File: config.mk
export PLATFORM = sky130hd
export DESIGN_NAME = cla_mp_add_seq
export DESIGN_NICKNAME = d
export VERILOG_FILES = /design/src/rtl/cla_seq_pkg.sv /design/src/rtl/cla_256bit.sv /design/src/rtl/cla_mp_add_seq.sv
export SDC_FILE = /design/constraint.sdc
export NUM_CORES = 1
export LEC_CHECK = 0
export BUFFER_PORTS_ARGS = -buffer_cell sky130_fd_sc_hd__buf_2
export CAP_MARGIN = 20
export CORE_AREA = 2 2 306 308
export DETAILED_ROUTE_END_ITERATION = 10
export DIE_AREA = 0 0 308 310
export PLACE_DENSITY_LB_ADDON = 0.05
export REMOVE_ABC_BUFFERS = 1
export SYNTH_ARGS = -nofsm -noshare
export SYNTH_HDL_FRONTEND = slang
export SYNTH_SLANG_ARGS = --single-unit
File: constraint.sdc
create_clock -name clk -period 11.8 [get_ports clk]
set_input_delay 2.36 -clock clk [delete_from_list [all_inputs] [get_ports clk]]
set_output_delay 2.36 -clock clk [all_outputs]
set_load 0.05 [all_outputs]
File: src/rtl/cla_seq_pkg.sv
// Shared types and sizing for the multi-precision CLA add/subtract sequencer.
package cla_seq_pkg;

  localparam int WORD_W    = 256;
  localparam int MAX_WORDS = 16;

  // Width of a field that counts 0..n-1, never narrower than one bit.
  function automatic int cnt_width(input int n);
    return (n <= 1) ? 1 : $clog2(n);
  endfunction

  localparam int CNT_W = cnt_width(MAX_WORDS);

  typedef enum logic [1:0] {IDLE, RUN, DRAIN} seq_state_t;

endpackage

File: src/rtl/cla_256bit.sv
// 256-bit carry-lookahead adder: 4-bit lookahead groups chained by group generate/propagate.
module cla_256bit (
  input  logic [255:0] din1,
  input  logic [255:0] din2,
  input  logic         cin,
  output logic [255:0] dout,
  output logic         cout,
  output logic         pg,
  output logic         gg
);

  logic [255:0] g;
  logic [255:0] p;
  logic [63:0]  grp_g;
  logic [63:0]  grp_p;

  assign g = din1 & din2;
  assign p = din1 ^ din2;

  always_comb begin
    for (int k = 0; k < 64; k++) begin
      grp_p[k] = &p[k*4 +: 4];
      grp_g[k] = g[k*4+3] | (p[k*4+3] & g[k*4+2]) | (p[k*4+3] & p[k*4+2] & g[k*4+1]) |
                 (p[k*4+3] & p[k*4+2] & p[k*4+1] & g[k*4]);
    end
  end

  always_comb begin
    logic cg;
    logic c1;
    logic c2;
    logic c3;
    logic gacc;
    cg   = cin;
    gacc = 1'b0;
    dout = '0;
    for (int k = 0; k < 64; k++) begin
      c1 = g[k*4] | (p[k*4] & cg);
      c2 = g[k*4+1] | (p[k*4+1] & g[k*4]) | (p[k*4+1] & p[k*4] & cg);
      c3 = g[k*4+2] | (p[k*4+2] & g[k*4+1]) | (p[k*4+2] & p[k*4+1] & g[k*4]) |
           (p[k*4+2] & p[k*4+1] & p[k*4] & cg);
      dout[k*4 +: 4] = p[k*4 +: 4] ^ {c3, c2, c1, cg};
      cg   = grp_g[k] | (grp_p[k] & cg);
      gacc = grp_g[k] | (grp_p[k] & gacc);
    end
    cout = cg;
    gg   = gacc;
  end

  assign pg = &grp_p;

endmodule

File: src/rtl/cla_mp_add_seq.sv
// Multi-precision add/subtract sequencer: streams LS-first word pairs through one
// shared 256-bit CLA, chaining the registered carry from word to word.
module cla_mp_add_seq
  import cla_seq_pkg::*;
#(
  parameter int WORD_W    = cla_seq_pkg::WORD_W,  // must stay 256 to match cla_256bit
  parameter int MAX_WORDS = cla_seq_pkg::MAX_WORDS,
  parameter int CNT_W     = cla_seq_pkg::CNT_W
) (
  input  logic              clk,
  input  logic              rst,
  input  logic              cmd_valid,
  output logic              cmd_ready,
  input  logic [CNT_W-1:0]  cmd_nwords,
  input  logic              cmd_sub,
  input  logic              cmd_cin,
  input  logic              op_valid,
  output logic              op_ready,
  input  logic [WORD_W-1:0] op_a,
  input  logic [WORD_W-1:0] op_b,
  output logic              res_valid,
  input  logic              res_ready,
  output logic [WORD_W-1:0] res_data,
  output logic              res_last,
  output logic              res_cout,
  output logic              res_ovf,
  output logic              res_zero,
  output logic              busy,
  output seq_state_t        dbg_state
);

  // Handshakes: a transfer happens on a rising edge where valid and ready are both
  // high; a producer holds valid and its payload stable until that edge.

  seq_state_t        state;
  seq_state_t        state_nx;
  logic              sub_q;
  logic              carry_q;
  logic              zero_acc;
  logic [CNT_W-1:0]  remain;
  logic [WORD_W-1:0] din2;
  logic [WORD_W-1:0] dout;
  logic              cout;
  logic              cmd_fire;
  logic              op_fire;
  logic              last_word;
  logic              dout_zero;

  assign din2 = sub_q ? ~op_b : op_b;

  cla_256bit u_cla (
    .din1 (op_a),
    .din2 (din2),
    .cin  (carry_q),
    .dout (dout),
    .cout (cout),
    .pg   (),
    .gg   ()
  );

  assign cmd_ready = (state == IDLE);
  assign op_ready  = (state == RUN) && (!res_valid || res_ready);
  assign busy      = (state != IDLE);
  assign dbg_state = state;
  assign cmd_fire  = cmd_valid && cmd_ready;
  assign op_fire   = op_valid && op_ready;
  assign last_word = (remain == '0);
  assign dout_zero = (dout == '0);

  always_comb begin
    state_nx = state;
    case (state)
      IDLE:    if (cmd_valid) state_nx = RUN;
      RUN:     if (op_fire && last_word) state_nx = DRAIN;
      DRAIN:   if (res_valid && res_ready && res_last) state_nx = IDLE;
      default: state_nx = IDLE;
    endcase
  end

  always_ff @(posedge clk or posedge rst) begin
    if (rst) begin
      state     <= IDLE;
      sub_q     <= 1'b0;
      carry_q   <= 1'b0;
      zero_acc  <= 1'b1;
      remain    <= '0;
      res_valid <= 1'b0;
      res_data  <= '0;
      res_last  <= 1'b0;
      res_cout  <= 1'b0;
      res_ovf   <= 1'b0;
      res_zero  <= 1'b0;
    end else begin
      state <= state_nx;
      if (cmd_fire) begin
        sub_q    <= cmd_sub;
        remain   <= cmd_nwords;
        carry_q  <= cmd_sub ? ~cmd_cin : cmd_cin;
        zero_acc <= 1'b1;
      end
      if (op_fire) begin
        res_data  <= dout;
        res_valid <= 1'b1;
        carry_q   <= cout;
        zero_acc  <= zero_acc & dout_zero;
        if (!last_word) remain <= remain - 1'b1;
        res_last  <= last_word;
        // Subtraction runs as A + ~B + ~borrow, so the raw carry is an inverted borrow.
        res_cout  <= last_word & (sub_q ? ~cout : cout);
        res_ovf   <= last_word & (op_a[WORD_W-1] == din2[WORD_W-1]) &
                     (dout[WORD_W-1] != op_a[WORD_W-1]);
        res_zero  <= last_word & zero_acc & dout_zero;
      end else if (res_valid && res_ready) begin
        res_valid <= 1'b0;
      end
    end
  end

endmodule

==> results.sh <==
export IMPL_wire_per_inst_um=25.3
export IMPL_mostFrequentLayoutCell="buf_2"
export IMPL_dp_cells=4951
export IMPL_wl_um=128000
export IMPL_design_area_um2=32700
export IMPL_synthAdderAreaFrac_pct=17.3
export IMPL_cpMostUsedCell="nand4_1"
export IMPL_status="complete, no violations"
export IMPL_cts_htree_levels=2
export IMPL_yosys_area_top_type_share_pct=25.9
export IMPL_synth_seq_cells=270
export IMPL_worst_path_max_fanout=8
export IMPL_p_comb_share_pct=74.6
export IMPL_grt_start_max_net_pins=207
export IMPL_path_clk_slew_ns=0.06
export IMPL_fin_cells=5050
export IMPL_synth_top_family_by_area="compound AO/OA/AOI/OAI gates"
export IMPL_fin_nets=4641
export IMPL_antenna_found_initial=58
export IMPL_maxSlewHeadroom_pct=30.0
export IMPL_final_cell_mix="buf_2, nand2_1, xor2_1"
export IMPL_top_layer_used="met5"
export IMPL_ys_seq_area_share_pct=26.0
export IMPL_whs_ns=0.470
export IMPL_start_kind="primary input"
export IMPL_ant_nets=0
export IMPL_met1_length_um=53800
export IMPL_ir_drop_v=0.000146
export IMPL_hold_path_class="flop to flop"
export IMPL_critPathMaxStageDelay_ns=0.64
export IMPL_synth_edf_count=0
export IMPL_crit_slowest_cell="nor4_1"
export IMPL_io_buffers=788
export IMPL_place_hpwl_um=109000
export IMPL_synth_compound_gate_area_share_pct=17.5
export IMPL_grt_pass1_wl_um=177000
export IMPL_p_seq_share_pct=14.5
export IMPL_syn_instance_count=3035
export IMPL_p_sw_mw=6.89
export IMPL_grt_setup_unrepaired="no"
export IMPL_routed_wl_met2_um=62600
export IMPL_vias=25200
export IMPL_worstPathRequired_ns=12.32
export IMPL_clockRootBuffer="clkbuf_16"
export IMPL_fp_row_count=112
export IMPL_maxCapViolCount=0
export IMPL_cts_buffer_depth=3
export IMPL_p_int_mw=4.83
export IMPL_synth_area_leader_cell="dfrtp_1"
export IMPL_synthArstFlopShare_pct=100
export IMPL_avgSynthCellArea_um2=8.55
export IMPL_p_sw_share_pct=58.8
export IMPL_hold_buffers=0
export IMPL_setup_worst_path_end_class="flop"
export IMPL_arrival_ns=11.12
export IMPL_setup_viol=0
export IMPL_numCtsBuffers=41
export IMPL_yosysWarnings=0
export IMPL_viasPerCell=5.00
export IMPL_path_class="primary input to flop"
export IMPL_start_util_pct=28.1
export IMPL_finalClockSkew_ns=0.0221
export IMPL_finalMaxSlewViolations=0
export IMPL_wl_met3_um=7680
export IMPL_drive_gt1_share_pct=25.8
export IMPL_gp_congestion=0.888
export IMPL_synthMuxAreaShare_pct=2.97
export IMPL_yosysUniqueCellTypes=90
export IMPL_ios=789
export IMPL_grt_use_total_pct=25.8
export IMPL_power_leakage_nw=16.3
export IMPL_syn_area_um2=26000
export IMPL_drtPass1Iterations=6
export IMPL_die_area_um2=95500
export IMPL_fin_crit_ns=10.59
export IMPL_num_fill_cells=10100
export IMPL_cts_sinks=270
export IMPL_area_delta_synth_final_pct=26.1
export IMPL_drt_iter0_drc=1404
export IMPL_drc=0
export IMPL_place_area_um2=31300
export IMPL_tritoncts="built"
export IMPL_period_share_pct=89.8
export IMPL_max_freq_mhz=94.4
export IMPL_clkPwrFrac_pct=10.9
export IMPL_grt_ovfl_total=0
export IMPL_worst_pin_slew_ns=1.04
export IMPL_synth_xor_area_share_pct=15.4
export IMPL_synth_ff_type="dfrtp_1"
export IMPL_grt_pass1_vias=24900
export IMPL_fp_coreArea_um2=92500
export IMPL_postCtsSetupBuffers=0
export IMPL_synthSimpleGateAreaFrac_pct=16.6
export IMPL_die_y_um=310
export IMPL_post_cts_resized=0
export IMPL_synth_area_top_cells="dfrtp_1, ha_1, xor2_1"
export IMPL_hold_viol=0
export IMPL_fp_dieW_um=308
export IMPL_worstSkewPairLatency_ns=0.58
export IMPL_p_per_area_nw_per_um2=358
-- registers in the layout, indices dropped and copies added (netlist names) --
signal     flops
dbg_state      2
remain         4
res_ovf        1
res_cout       1
carry_q        1
zero_acc       1
sub_q          1
res_zero       1
res_valid      1
res_last       1
res_data     256
-- Yosys cell counts (all sizes together) (8+ instances only) --
cell,n
a2111oi,10
a211o,8
a211oi,25
a21boi,8
a21o,46
a21oi,187
a221oi,10
a22oi,10
a31oi,21
and2,29
and3,20
and4,11
buf,29
clkbuf,69
dfrtp,269
fa,64
ha,257
inv,188
mux2,56
mux2i,14
nand2,399
nand2b,22
nand3,42
nand4,70
nor2,148
nor2b,29
nor3,45
nor4,39
o211ai,17
o21a,21
o21ai,253
o21bai,16
o31ai,21
or2,15
or3,15
xnor2,94
xor2,361
-- worst max-delay path: cells and delay by family --
kind / cells / cell delay, ns
buf+inv: 2 / 0.18
compound gates: 6 / 1.84
simple gates: 17 / 5.33
mux: 1 / 0.15
fa+ha+maj: 2 / 0.82
xor+xnor: 2 / 0.39
-- final timing paths --
| check | from | to | slack (ns) | cells after the start |
|---|---|---|---|---|
| hold reg to reg | res_data[186]$_DFFE_PP0P_ | res_data[186]$_DFFE_PP0P_ | 0.47 | 2 |
| max in group asynchronous | rst | res_data[188]$_DFFE_PP0P_ | 7.85 | 4 |
| setup / recovery | op_b[18] | zero_acc$_DFFE_PP1P_ | 1.21 | 30 |
| hold / removal | res_data[186]$_DFFE_PP0P_ | res_data[186]$_DFFE_PP0P_ | 0.47 | 2 |
| min in group asynchronous | rst | res_data[243]$_DFFE_PP0P_ | 1.88 | 2 |
| setup reg to reg | sub_q$_DFFE_PP0P_ | zero_acc$_DFFE_PP1P_ | 1.51 | 31 |
-- per-layer routing --
layer | vias up | GRT usage, %
met3 | 185 | 5.74
met5 | - | 0
li1 | 12300 | -
met2 | 675 | 45.3
met1 | 12100 | 31.8
met4 | 48 | 6.26
-- layout make-up --
| cell class | instances | area (um^2) | area share (%) |
|---|---|---|---|
| flip-flops and latches | 270 | 6760 | 20.7 |
| multi-input cells | 2479 | 18100 | 55.4 |
| clock buffers | 61 | 1220 | 3.73 |
| diodes | 25 | 62.6 | 0.191 |
| inverters | 188 | 713 | 2.18 |
| clock inverters | 13 | 144 | 0.440 |
| well taps | 1197 | 1500 | 4.58 |
| repair buffers | 817 | 4200 | 12.8 |
-- metrics by stage --
| stage | util [%] | power, mW | TNS [ns] | setup WS (ns) |
|---|---|---|---|---|
| after floorplan | - | 7.54 | -3.59 | -1.72 |
| after global placement | 33.8 | 10.5 | 0 | 0.682 |
| after detailed placement | 33.8 | 10.5 | 0 | 0.492 |
| after CTS | 35.3 | 11.9 | 0 | 1.12 |
| after global routing | 35.3 | 12.6 | 0 | 0.693 |
| final | 35.4 | 11.7 | 0 | 1.21 |
-- cells by family after synthesis --
kind of cell,after synthesis
AO/OA/AOI/OAI,724
multiplexers,70
flip-flops,270
XOR/XNOR,455
adder cells (fa/ha/maj),321
AND/OR/NAND/NOR,909
buffers and inverters,286
-- power by group through the flow --
stage | Clock, mW | Sequential, mW | Combinational [mW]
floorplan | 0 | 3.30 | 4.24
global route | 1.35 | 1.76 | 9.45
finish | 1.28 | 1.70 | 8.73
detailed placement | 0 | 1.72 | 8.80
CTS | 1.31 | 1.71 | 8.84
global placement | 0 | 1.71 | 8.82
Power figures use the tool's default switching activity.
